File: src/rtl/axis_packet_gen.sv
// axis_packet_gen: AXI-Stream packet generator with fixed/sweeping lengths, counter or PRBS31 payload,
// inter-packet gaps, bounded bursts, partial last-beat tkeep and traffic statistics.
module axis_packet_gen #(
    parameter int          DATA_WIDTH = 32,
    parameter logic [30:0] PRBS_SEED  = 31'h7FFFFFFF,
    parameter int          CNT_WIDTH  = 32
) (
    input  logic                    m00_axis_aclk,
    input  logic                    m00_axis_aresetn,
    input  logic                    cfg_start,
    input  logic                    cfg_stop,
    input  logic [15:0]             cfg_len_min,
    input  logic [15:0]             cfg_len_max,
    input  logic                    cfg_len_sweep,
    input  logic                    cfg_prbs,
    input  logic [DATA_WIDTH-17:0]  cfg_data,
    input  logic [15:0]             cfg_gap,
    input  logic [31:0]             cfg_pkt_count,
    input  logic [DATA_WIDTH/8-1:0] cfg_last_keep,
    output logic [DATA_WIDTH-1:0]   m00_axis_tdata,
    output logic [DATA_WIDTH/8-1:0] m00_axis_tkeep,
    output logic                    m00_axis_tvalid,
    input  logic                    m00_axis_tready,
    output logic                    m00_axis_tlast,
    output logic                    busy,
    output logic                    done,
    output logic                    perf_start,
    output logic [CNT_WIDTH-1:0]    stat_pkt_count,
    output logic [CNT_WIDTH-1:0]    stat_beat_count
);
    localparam int          KW   = DATA_WIDTH / 8;
    localparam int          PW   = DATA_WIDTH - 16;
    localparam logic [30:0] SEED = (PRBS_SEED == '0) ? '1 : PRBS_SEED;

    typedef enum logic [1:0] {IDLE, SEND, GAP, DONE} state_t;
    state_t state, state_nx;

    logic [15:0]    len_min_q, len_max_q, gap_q, len, beat, gap_cnt, lmin_q, len_nx;
    logic           sweep_q, prbs_q, stop_pending;
    logic [PW-1:0]  data_q, payload;
    logic [31:0]    pkt_cnt_q, pkt_num;
    logic [KW-1:0]  last_keep_q;
    logic [30:0]    lfsr;
    logic [16:0]    len_inc;
    logic           send, start, hs, last, hs_last, hit, stop_any, sweep_ok;

    assign send     = state == SEND;
    assign busy     = state == SEND || state == GAP;
    assign start    = cfg_start && (state == IDLE || state == DONE);
    assign last     = beat == len - 16'd1;
    assign hs       = send && m00_axis_tready;
    assign hs_last  = hs && last;
    assign hit      = pkt_cnt_q != '0 && pkt_num + 32'd1 == pkt_cnt_q;
    assign stop_any = stop_pending || cfg_stop;
    assign lmin_q   = (len_min_q == '0) ? 16'd1 : len_min_q;
    assign len_inc  = {1'b0, len} + 17'd1;
    assign sweep_ok = sweep_q && len_max_q >= lmin_q;
    assign len_nx   = (!sweep_ok || len_inc > {1'b0, len_max_q}) ? lmin_q : len_inc[15:0];

    // PRBS payload repeats the 31-bit LFSR state from its LSB upwards to fill the upper field
    always_comb begin
        payload = data_q;
        for (int i = 0; i < PW; i++)
            payload[i] = prbs_q ? lfsr[i % 31] : data_q[i];
    end

    assign m00_axis_tvalid = send;
    assign m00_axis_tlast  = send && last;
    assign m00_axis_tdata  = send ? {payload, beat} : '0;
    assign m00_axis_tkeep  = send ? ((last && last_keep_q != '0) ? last_keep_q : '1) : '0;

    always_ff @(posedge m00_axis_aclk or negedge m00_axis_aresetn) begin
        if (!m00_axis_aresetn)
            state <= IDLE;
        else
            state <= state_nx;
    end

    always_comb begin
        state_nx = state;
        case (state)
            IDLE, DONE: state_nx = cfg_start ? SEND : state;
            SEND: if (hs_last) state_nx = hit ? DONE : stop_any ? IDLE : (gap_q != '0) ? GAP : SEND;
            GAP: state_nx = stop_any ? IDLE : (gap_cnt == gap_q - 16'd1) ? SEND : GAP;
            default: state_nx = IDLE;
        endcase
    end

    always_ff @(posedge m00_axis_aclk or negedge m00_axis_aresetn) begin
        if (!m00_axis_aresetn) begin
            len_min_q       <= '0;
            len_max_q       <= '0;
            sweep_q         <= 1'b0;
            prbs_q          <= 1'b0;
            data_q          <= '0;
            gap_q           <= '0;
            pkt_cnt_q       <= '0;
            last_keep_q     <= '0;
            len             <= '0;
            beat            <= '0;
            gap_cnt         <= '0;
            pkt_num         <= '0;
            lfsr            <= SEED;
            stop_pending    <= 1'b0;
            done            <= 1'b0;
            perf_start      <= 1'b0;
            stat_pkt_count  <= '0;
            stat_beat_count <= '0;
        end else if (start) begin
            len_min_q       <= cfg_len_min;
            len_max_q       <= cfg_len_max;
            sweep_q         <= cfg_len_sweep;
            prbs_q          <= cfg_prbs;
            data_q          <= cfg_data;
            gap_q           <= cfg_gap;
            pkt_cnt_q       <= cfg_pkt_count;
            last_keep_q     <= cfg_last_keep;
            len             <= (cfg_len_min == '0) ? 16'd1 : cfg_len_min;
            beat            <= '0;
            gap_cnt         <= '0;
            pkt_num         <= '0;
            lfsr            <= SEED;
            stop_pending    <= 1'b0;
            done            <= 1'b0;
            perf_start      <= 1'b0;
            stat_pkt_count  <= '0;
            stat_beat_count <= '0;
        end else begin
            // a stop only survives while the burst keeps running; leaving to IDLE/DONE consumes it
            stop_pending <= (state_nx == SEND || state_nx == GAP) && (stop_pending || (busy && cfg_stop));
            gap_cnt      <= (state == GAP) ? gap_cnt + 16'd1 : '0;
            perf_start   <= hs && beat == '0;
            if (hs) begin
                beat            <= last ? '0 : beat + 16'd1;
                lfsr            <= {lfsr[29:0], lfsr[30] ^ lfsr[27]};
                stat_beat_count <= stat_beat_count + CNT_WIDTH'(1);
            end
            if (hs_last) begin
                len            <= len_nx;
                pkt_num        <= pkt_num + 32'd1;
                stat_pkt_count <= stat_pkt_count + CNT_WIDTH'(1);
                done           <= hit;
            end
        end
    end
endmodule

File: config.mk
export PLATFORM = sky130hd
export DESIGN_NAME = axis_packet_gen
export DESIGN_NICKNAME = d
export VERILOG_FILES = /design/src/rtl/axis_packet_gen.sv
export SDC_FILE = /design/constraint.sdc
export NUM_CORES = 1
export LEC_CHECK = 0
export CORE_MARGIN = 1.5
export CORE_UTILIZATION = 45
export DETAILED_ROUTE_END_ITERATION = 12
export PLACE_DENSITY = 0.67
export SLEW_MARGIN = 20
export SYNTH_ARGS = -nofsm -noshare
export SYNTH_HDL_FRONTEND = slang
export SYNTH_SLANG_ARGS = --single-unit
File: constraint.sdc
create_clock -name m00_axis_aclk -period 6.75 [get_ports m00_axis_aclk]
set_input_delay 1.35 -clock m00_axis_aclk [delete_from_list [all_inputs] [get_ports m00_axis_aclk]]
set_output_delay 1.35 -clock m00_axis_aclk [all_outputs]
set_load 0.01 [all_outputs]
==> reports/results.ini, run 1 <==
[global_route]
grt-ovfl-total = 0
grt_pass1_vias = 14300
grt_pass1_wl_um = 74200
track_usage_pct = 23.7
antenna_found_initial = 2
grt_max_degree = 125

[setup_path]
r2r_slack_ns = 2.33
critPathLaunchType = flop
worst_r2r_endpoint = stat_pkt_count[17]
crit_fanout = 10
cp.arrival_ns = 3.90
reg2reg_depth = 11
crit_type = reg2out
critPathRequiredTime_ns = 5.40
rr_startpoint = len[0]
cp-end-kind = output port

[route]
vias = 14300
avgViaCountPerCell = 5.55
ant_nets = 0
dr.first_iter.drc_count = 819
drc = 0
post_drt_wl_per_cell_um = 17.3
firstDrtPassIters = 6
routed_wl_um = 44700

[final_layout]
insertedDiodeCount = 0
layout_common_cells = nand2_1 (386), dfrtp_1 (251), clkdlybuf4s50_1 (210)
finalNonFillerCells = 2584
syn2layout_area_growth_pct = 21.4
final_layout_size_suffix_gt1_share_pct = 6.24
utilization_pct = 55.5
layout_commonest_cell = nand2_1
final_nets = 2241

[clocking]
cts_resized = 0
numClockSinks = 282
post_cts_buffers = 0
clk_path_buf_depth = 3
root_buffer = clkbuf_16
cts_tree = done
cts_made_buffers = 34
hold_buffers = 0
clk_latency_ns = 0.52
clkTransAtPathRegs_ns = 0.06
htreeDepth = 2

[sta]
tns_ns = 0
fin_ws_ns = 1.50
hold_viol_final = 0
layout_min_cycle_time_ns = 5.25
max_slew_margin_pct = 35.0
rsz0062_at_grt = no
worst_pin_slew_ns = 0.975
finalMaxSlewViolations = 0
fin_skew_ns = 0.0125
setup_viol_count_final = 0
max_freq_mhz = 191
period_share_pct = 77.7

[floorplan]
die_x_um = 196
pin_count = 212
die_h_um = 196
std_cell_rows = 70
initial_core_util_pct = 45.7
coreArea_mm2 = 0.0365
die-area_mm2 = 0.0382

[placed_design]
place.port_buffers = 211
gp_congestion = 0.865
dp.cells = 2523
hpwl_um = 30900
place_ws_ns = 2.06

[hold_path]
hold_start = data_q[5]
min_path_cells = 2
worstHoldEndpoint = data_q[5]
min-delay-path-class = reg2reg

[flow_run]
cap_violations = 0

[logic_synthesis]
synthFlopType = dfrtp_1
synth_mux_area_share_pct = 2.04
synthesis.area_mm2 = 0.0167
synth-xor-area-share_pct = 8.98
synth_top_family_by_area = simple AND/OR/NAND/NOR gates
synth_cells = 1942
async_reset_ff_share_pct = 100
synth_nets = 2092
yosys_warnings = 0
synth-adder-area-share_pct = 3.22
synth_edf_count = 0
ys_ff_latch = 282
ys_seq_area_share_pct = 42.5
ys_types = 84
avgSynthCellArea_um2 = 8.59
synth_compound_gate_area_share_pct = 10.5
synthSimpleGateAreaFrac_pct = 28.6

[pwr]
seq_power_share_pct = 37.0
power.leakage_nw = 8.76
p_sw_share_pct = 37.5
comb_power_share_pct = 36.4
clkPwrFrac_pct = 26.7
p_total_mw = 7.47
p_int_mw = 4.67
irDropWorstVdd_v = 0.000241
p_sw_mw = 2.80
p_per_area_mw_per_mm2 = 369

[outcome]
status = completed

cells by family after synthesis:
group / Yosys count
and+or+nand+nor: 959
AOI/OAI and AO/OA: 282
buffers and inverters: 171
muxes: 34
DFF: 282
adders and majority gates: 43
xor gates and xnor gates: 171
metal layers:
metal  global-route usage, %  vias up  routed length (um)
met5                       0        -                  13
met4                    7.09        2                 978
met3                    3.89       71                2390
met2                    37.3      354               20000
met1                    33.5     6924               21300
li1                        -     6981                   -
registers in the layout (all words and copies together) (netlist names):
| register | count |
|---|---|
| state | 2 |
| lfsr | 31 |
| len_max_q | 16 |
| last_keep_q | 4 |
| len_min_q | 16 |
| len | 16 |
| done | 1 |
| stat_pkt_count | 32 |
| prbs_q | 1 |
| gap_cnt | 16 |
| stat_beat_count | 32 |
| gap_q | 16 |
| beat | 16 |
| sweep_q | 1 |
| data_q | 16 |
| pkt_num | 32 |
| pkt_cnt_q | 32 |
| perf_start | 1 |
| stop_pending | 1 |
cell type report:
| cell class | instances | area (um2) |
|---|---|---|
| Fill cell | 3295 | 16300 |
| Multi-Input combinational cell | 1489 | 8900 |
| Sequential cell | 282 | 7100 |
| Timing Repair Buffer | 223 | 2220 |
| Clock buffer | 46 | 1020 |
| Tap cell | 468 | 586 |
| Inverter | 61 | 229 |
| Clock inverter | 15 | 210 |
synth_stat cells (23+ instances only):
cell type / instances / area, um2
mux2i_1: 34 / 340
clkbuf_1: 81 / 304
inv_1: 61 / 229
ha_1: 43 / 538
a31oi_1: 23 / 144
nor2_1: 141 / 529
dfrtp_1: 251 / 6280
nor2b_1: 24 / 150
and2_1: 29 / 181
nand4_1: 33 / 206
nor3_1: 30 / 150
xor2_1: 70 / 613
xnor2_1: 101 / 885
o21ai_0: 90 / 450
a21oi_1: 55 / 275
a21o_1: 23 / 173
or3_1: 41 / 257
and3_1: 51 / 319
nand2_1: 387 / 1450
nor4_1: 36 / 225
nand3_1: 89 / 445
dfstp_2: 31 / 815
worst max path at each step:
stage            from                 to  slack, ns  cells past startpoint
3_3_place_gp   len[0]  m00_axis_tkeep[2]       2.11                     11
3_5_place_dp   len[0]  m00_axis_tkeep[3]       2.06                     11
6_report       len[0]  m00_axis_tkeep[0]       1.50                     11
4_1_cts        len[0]  m00_axis_tkeep[3]       1.48                     11
5_1_grt        len[0]  m00_axis_tkeep[0]       1.16                     11
2_1_floorplan  len[0]  m00_axis_tkeep[0]       2.71                     10
power by group through the flow:
| stage | clock network, mW | registers (mW) | logic [mW] |
|---|---|---|---|
| 6_report | 1.99 | 2.76 | 2.72 |
| 2_1_floorplan | 0 | 2.51 | 2.08 |
| 5_1_grt | 2.11 | 2.84 | 3.04 |
| 3_3_place_gp | 0 | 2.76 | 2.66 |
| 4_1_cts | 2.04 | 2.75 | 2.73 |
| 3_5_place_dp | 0 | 2.77 | 2.70 |
worst max-delay path, cell delays in order (launching register included):
cell and delay (ns):
dfrtp_1 0.49, inv_1 0.15, ha_1 0.31, nor4b_4 0.41, a311oi_1 0.15, and3_1 0.20
o2111ai_1 0.50, nor4_1 0.12, buf_4 0.19, o41ai_1 0.12, o21a_1 0.20, clkdlybuf4s50_1 0.53
metrics by stage:
step / hold WS [ns] / instance area [um2]
after floorplan: 0.445 / 16700
after global placement: 0.457 / 19000
after detailed placement: 0.463 / 19000
after CTS: 0.477 / 20300
after global routing: 0.490 / 20300
final: 0.475 / 20300
Power figures use the tool's default switching activity.
==> inputs of run 2 (changes only) <==
--- a/config.mk
+++ b/config.mk
@@ -8,7 +8,7 @@
 export CORE_MARGIN = 1.5
 export CORE_UTILIZATION = 45
 export DETAILED_ROUTE_END_ITERATION = 12
-export PLACE_DENSITY = 0.67
+export PLACE_DENSITY = 0.7
 export SLEW_MARGIN = 20
 export SYNTH_ARGS = -nofsm -noshare
 export SYNTH_HDL_FRONTEND = slang
==> constraint.sdc (replaced) <==
create_clock -name m00_axis_aclk -period 4.6 [get_ports m00_axis_aclk]
set_input_delay 0.92 -clock m00_axis_aclk [delete_from_list [all_inputs] [get_ports m00_axis_aclk]]
set_output_delay 0.92 -clock m00_axis_aclk [all_outputs]
set_load 0.01 [all_outputs]
==> reports/results.ini, run 2 (synthesized netlist as in run 1, its figures left out) <==
[outcome]
status = completed  ; unchanged

[setup_path]
critPathLaunchType = flop  ; unchanged
r2r_slack_ns = 0.81  ; was 2.33 ns
crit_type = reg2out  ; unchanged
reg2reg_depth = 13  ; was 11
rr_startpoint = len[2]  ; was len[0]
setup.worst_path.start = len[1]  ; was len[0]
critPathCapture = m00_axis_tkeep[0]  ; unchanged
critPathRequiredTime_ns = 3.68  ; was 5.40 ns
cp-end-kind = output port  ; unchanged
crit_fanout = 7  ; was 10
worst_r2r_endpoint = len[13]  ; was stat_pkt_count[17]
cp.arrival_ns = 3.51  ; was 3.90 ns

[clocking]
cts_made_buffers = 35  ; was 34
htreeDepth = 2  ; unchanged
hold_buffers = 0  ; unchanged
numClockSinks = 282  ; unchanged
clkTransAtPathRegs_ns = 0.06  ; about the same
root_buffer = clkbuf_16  ; unchanged
clk_latency_ns = 0.53  ; was 0.52 ns
cts_tree = done  ; unchanged
clk_path_buf_depth = 3  ; unchanged

[final_layout]
fillCellCount = 3299  ; was 3295
layout_commonest_cell = nand2_1  ; unchanged
multi_input_area_mm2 = 0.00897  ; was 0.00890 mm2
finalNonFillerCells = 2592  ; was 2584
insertedDiodeCount = 0  ; unchanged
post-route-cell-area_mm2 = 0.0203  ; about the same
syn2layout_area_growth_pct = 21.9  ; was 21.4%
final_nets = 2251  ; was 2241
final_layout_size_suffix_gt1_share_pct = 6.78  ; was 6.24%
layout_common_cells = nand2_1 (386), dfrtp_1 (250), clkdlybuf4s50_1 (209)  ; was nand2_1 (386), dfrtp_1 (251), clkdlybuf4s50_1 (210)
seqCellArea_mm2 = 0.00710  ; about the same

[global_route]
grt_pass1_vias = 14300  ; about the same
grt-ovfl-total = 0  ; unchanged
track_usage_pct = 23.6  ; was 23.7%
grt_max_degree = 195  ; was 125
grt_pass1_wl_um = 73800  ; was 74200 um
antenna_found_initial = 1  ; was 2

[placed_design]
placed_area_mm2 = 0.0191  ; was 0.0190 mm2
place_ws_ns = 0.457  ; was 2.06 ns
dp.cells = 2529  ; was 2523
gp_congestion = 0.915  ; was 0.865
place.port_buffers = 211  ; unchanged
hpwl_um = 31100  ; was 30900 um

[route]
avgViaCountPerCell = 5.59  ; was 5.55
ant_nets = 0  ; unchanged
vias = 14500  ; was 14300
dr.first_iter.drc_count = 886  ; was 819
firstDrtPassIters = 8  ; was 6
routed_wl_um = 44800  ; was 44700 um
post_drt_wl_per_cell_um = 17.3  ; about the same
drc = 0  ; unchanged

[sta]
hold_viol_final = 0  ; unchanged
max_slew_margin_pct = 36.8  ; was 35.0%
period_share_pct = 96.4
layout_min_cycle_time_ns = 4.43
hold_ws_ns = 0.470  ; was 0.475 ns
max_freq_mhz = 226
worst_pin_slew_ns = 0.948  ; was 0.975 ns
setup_viol_count_final = 0  ; unchanged
fin_ws_ns = 0.167  ; was 1.50 ns
finalMaxSlewViolations = 0  ; unchanged
fin_skew_ns = 0.0264  ; was 0.0125 ns

[pwr]
p_per_area_mw_per_mm2 = 536  ; was 369 mW/mm2
irDropWorstVdd_v = 0.000316  ; was 0.000241 V
power.leakage_nw = 8.79  ; was 8.76 nW

[floorplan]
die-area_mm2 = 0.0382  ; unchanged
pin_count = 212  ; unchanged
initial_core_util_pct = 45.7  ; unchanged
coreArea_mm2 = 0.0365  ; unchanged
die_x_um = 196  ; unchanged
std_cell_rows = 70  ; unchanged
die_h_um = 196  ; unchanged

[flow_run]
cap_violations = 0  ; unchanged

[hold_path]
min-delay-path-class = in2async  ; was reg2reg

==> run 2: how the worst min path moves through the flow <==
stage | cells after the start | end | from
detailed placement | 2 | data_q[4] | data_q[4]
floorplan | 2 | data_q[0] | data_q[0]
global route | 2 | data_q[4] | data_q[4]
CTS | 2 | data_q[14] | data_q[14]
global placement | 2 | data_q[8] | data_q[8]
finish | 1 | data_q[13] | m00_axis_aresetn
==> run 2: cell type report <==
type,count,area share [%]
sequential,282,34.9
tap,468,2.88
inverter,61,1.13
multi-input combinational,1489,44.1
timing repair buffer,232,11.3
clock inverter,13,0.763
clock buffer,47,4.93
==> run 2: layer usage <==
layer | up-vias | share of wire (%) | track usage [%]
met4 | 2 | 3.4 | 9.22
li1 | 7017 | - | -
met5 | - | 0.029 | 0
met1 | 6966 | 46 | 32.0
met3 | 90 | 5.7 | 4.61
met2 | 409 | 45 | 37.1
==> run 2: timing repair <==
item | CTS | global route
endpoints found under the setup margin | 5 | 5
pin swaps | 0 | 2
gates resized for setup | 2 | 9
hold endpoints to repair | 0 | 0
buffers inserted | 1 | 2
==> run 2: metrics by stage <==
stage / setup TNS (ns) / power (mW) / util (%)
3_3_place_gp: 0 / 7.93 / 52.3
5_1_grt: -0.0807 / 11.7 / 55.7
2_1_floorplan: 0 / 6.73 / -
6_report: 0 / 10.9 / 55.7
4_1_cts: 0 / 10.9 / 55.5
3_5_place_dp: 0 / 8.04 / 52.3
==> run 2: power breakdown <==
group          switching [mW]  leakage [nW]  total (mW)  internal, mW
sequential              0.836          3.64        4.06          3.22
combinational            2.22          4.59        4.06          1.84
clock                    1.09         0.564        2.79          1.70
total                    4.14          8.79        10.9          6.76
==> run 2: critical path: stages (launching register included) <==
cell	delay, ns
dfrtp_2	0.43
inv_1	0.08
ha_2	0.26
and2_1	0.16
or3b_1	0.34
a21oi_1	0.25
o2111ai_4	0.18
nor4_1	0.30
buf_4	0.19
o41ai_1	0.13
o21a_1	0.19
clkdlybuf4s50_1	0.47
==> inputs of run 3 (changes only) <==
--- a/config.mk
+++ b/config.mk
@@ -8,7 +8,7 @@
 export CORE_MARGIN = 1.5
 export CORE_UTILIZATION = 45
 export DETAILED_ROUTE_END_ITERATION = 12
-export PLACE_DENSITY = 0.7
+export PLACE_DENSITY = 0.67
 export SLEW_MARGIN = 20
 export SYNTH_ARGS = -nofsm -noshare
 export SYNTH_HDL_FRONTEND = slang
==> constraint.sdc (replaced) <==
create_clock -name m00_axis_aclk -period 4.5 [get_ports m00_axis_aclk]
set_input_delay 0.9 -clock m00_axis_aclk [delete_from_list [all_inputs] [get_ports m00_axis_aclk]]
set_output_delay 0.9 -clock m00_axis_aclk [all_outputs]
set_load 0.01 [all_outputs]
==> reports/results.ini, run 3 (synthesized netlist as in run 1, its figures left out) <==
[outcome]
status = completed  ; unchanged

[sta]
hold_ws_ns = 0.376  ; was 0.470 ns
rsz0062_at_grt = no
max_slew_margin_pct = 40.5  ; was 36.8%
finalMaxSlewViolations = 0  ; unchanged
hold_viol_final = 0  ; unchanged
fin_ws_ns = 0.141  ; was 0.167 ns
layout_min_cycle_time_ns = 4.36
period_share_pct = 96.9
max_freq_mhz = 229
fin_skew_ns = 0.0188  ; was 0.0264 ns
tns_ns = 0  ; unchanged
setup_viol_count_final = 0  ; unchanged
worst_pin_slew_ns = 0.893  ; was 0.948 ns

[setup_path]
crit_family = simple AND/OR/NAND/NOR gates  ; unchanged
crit_path_max_incr_delay_ns = 0.53  ; was 0.47 ns
critPathSlowestCell = or4_1  ; was clkdlybuf4s50_1
crit_type = reg2out  ; unchanged
cp.arrival_ns = 3.46  ; was 3.51 ns
cp-end-kind = output port  ; unchanged
path_buf_inv = 3  ; unchanged
critPathRequiredTime_ns = 3.60  ; was 3.68 ns
cp_cell_sequence = buf_4 > or4_1 > or3_4 > nand2_2 > o2111ai_4 > nor4_4 > buf_4 > and2_1 > clkdlybuf4s50_1  ; was inv_1 > ha_2 > and2_1 > or3b_1 > a21oi_1 > o2111ai_4 > nor4_1 > buf_4 > o41ai_1 > o21a_1 > clkdlybuf4s50_1
crit_fanout = 9  ; was 7
critPathLaunchType = flop  ; unchanged
crit_path_frequent_cell = buf_4

[placed_design]
place.port_buffers = 211  ; unchanged
place_ws_ns = 0.362  ; was 0.457 ns
placed_area_mm2 = 0.0192  ; was 0.0191 mm2
hpwl_um = 31900  ; was 31100 um
gp_congestion = 0.903  ; was 0.915

[final_layout]
insertedDiodeCount = 0  ; unchanged
final_nets = 2258  ; was 2251
final_layout_size_suffix_gt1_share_pct = 7.09  ; was 6.78%
layout_common_cells = nand2_1 (385), dfrtp_1 (248), clkdlybuf4s50_1 (206)  ; was nand2_1 (386), dfrtp_1 (250), clkdlybuf4s50_1 (209)
utilization_pct = 55.8  ; was 55.7%
post-route-cell-area_mm2 = 0.0204  ; was 0.0203 mm2
syn2layout_area_growth_pct = 22.1  ; was 21.9%
layout_commonest_cell = nand2_1  ; unchanged
multi_input_area_mm2 = 0.00899  ; was 0.00897 mm2
seqCellArea_mm2 = 0.00710  ; about the same
fillCellCount = 3287  ; was 3299

[route]
post_drt_wl_per_cell_um = 17.3  ; about the same
routed_wl_um = 45000  ; was 44800 um
firstDrtPassIters = 6  ; was 8
avgViaCountPerCell = 5.57  ; was 5.59
ant_nets = 0  ; unchanged
drc = 0  ; unchanged
vias = 14500  ; about the same
dr.first_iter.drc_count = 793  ; was 886

[hold_path]
min-delay-path-class = in2async  ; unchanged

[clocking]
numClockSinks = 282  ; unchanged
htreeDepth = 2  ; unchanged
cts_made_buffers = 35  ; unchanged
clk_latency_ns = 0.53  ; about the same
clk_path_buf_depth = 3  ; unchanged
root_buffer = clkbuf_16  ; unchanged
clkTransAtPathRegs_ns = 0.05  ; was 0.06 ns
hold_buffers = 0  ; unchanged
cts_tree = done  ; unchanged

[floorplan]
coreArea_mm2 = 0.0365  ; unchanged
die-area_mm2 = 0.0382  ; unchanged
initial_core_util_pct = 45.7  ; unchanged
std_cell_rows = 70  ; unchanged
die_h_um = 196  ; unchanged
die_x_um = 196  ; unchanged
pin_count = 212  ; unchanged

[pwr]
irDropWorstVdd_v = 0.000408  ; was 0.000316 V
p_per_area_mw_per_mm2 = 544  ; was 536 mW/mm2
power.leakage_nw = 8.83  ; was 8.79 nW

[flow_run]
cap_violations = 0  ; unchanged

[global_route]
grt-ovfl-total = 0  ; unchanged
antenna_found_initial = 0  ; was 1
grt_pass1_wl_um = 74700  ; was 73800 um
grt_pass1_vias = 14300  ; about the same
track_usage_pct = 23.9  ; was 23.6%
grt_max_degree = 110  ; was 195

[run 3: cell types whose count changed in the layout (fill, tap and decap cells not counted), moves of 3 or more]
| cell | before | now |
|---|---|---|
| buf_4 | 19 | 25 |
| clkbuf_1 | 5 | 9 |
| dlymetal6s2s_1 | 1 | 4 |
| clkdlybuf4s50_1 | 209 | 206 |
[run 3: path summary, 6_finish.rpt]
kind | end | from | slack, ns | cells past startpoint
min in group m00_axis_aclk | data_q[8] | data_q[8] | 0.47 | 2
hold / removal | data_q[13] | m00_axis_aresetn | 0.38 | 1
max in group asynchronous | stat_beat_count[23] | m00_axis_aresetn | 3.18 | 2
hold reg to reg | data_q[8] | data_q[8] | 0.47 | 2
setup / recovery | m00_axis_tlast | len[0] | 0.14 | 9
setup reg to reg | stat_pkt_count[21] | len[1] | 0.78 | 14
[run 3: report_power, final]
| group | internal, mW | switching, mW |
|---|---|---|
| combinational | 1.91 | 2.32 |
| clock | 1.64 | 1.08 |
| sequential | 3.30 | 0.850 |
| total | 6.85 | 4.25 |
[run 3: cell type report]
| cell class | instances | share of cell area [%] |
|---|---|---|
| Sequential cell | 282 | 34.8 |
| Clock buffer | 51 | 5.05 |
| Timing Repair Buffer | 239 | 11.7 |
| Tap cell | 468 | 2.87 |
| Clock inverter | 8 | 0.368 |
| Multi-Input combinational cell | 1489 | 44.1 |
| Inverter | 61 | 1.12 |
[run 3: routing by layer]
metal	wire [um]	up-vias	GRT usage (%)
li1	-	7013	-
met1	20900	7006	33.1
met2	20500	382	37.5
met3	2590	69	4.80
met4	1040	0	8.04
met5	0	-	0
[run 3: what timing repair did]
item                                    4_1_cts  5_1_grt
endpoints found under the setup margin        5        5
setup buffers                                 2        1
gates resized for setup                       4       16
pin swaps                                     1        3
[run 3: per-stage QoR]
step	total power, mW	instances
6_report	11.1	2598
5_1_grt	11.9	2598
4_1_cts	11.1	2597
3_5_place_dp	8.28	2536
3_3_place_gp	8.16	2536
2_1_floorplan	6.88	1942
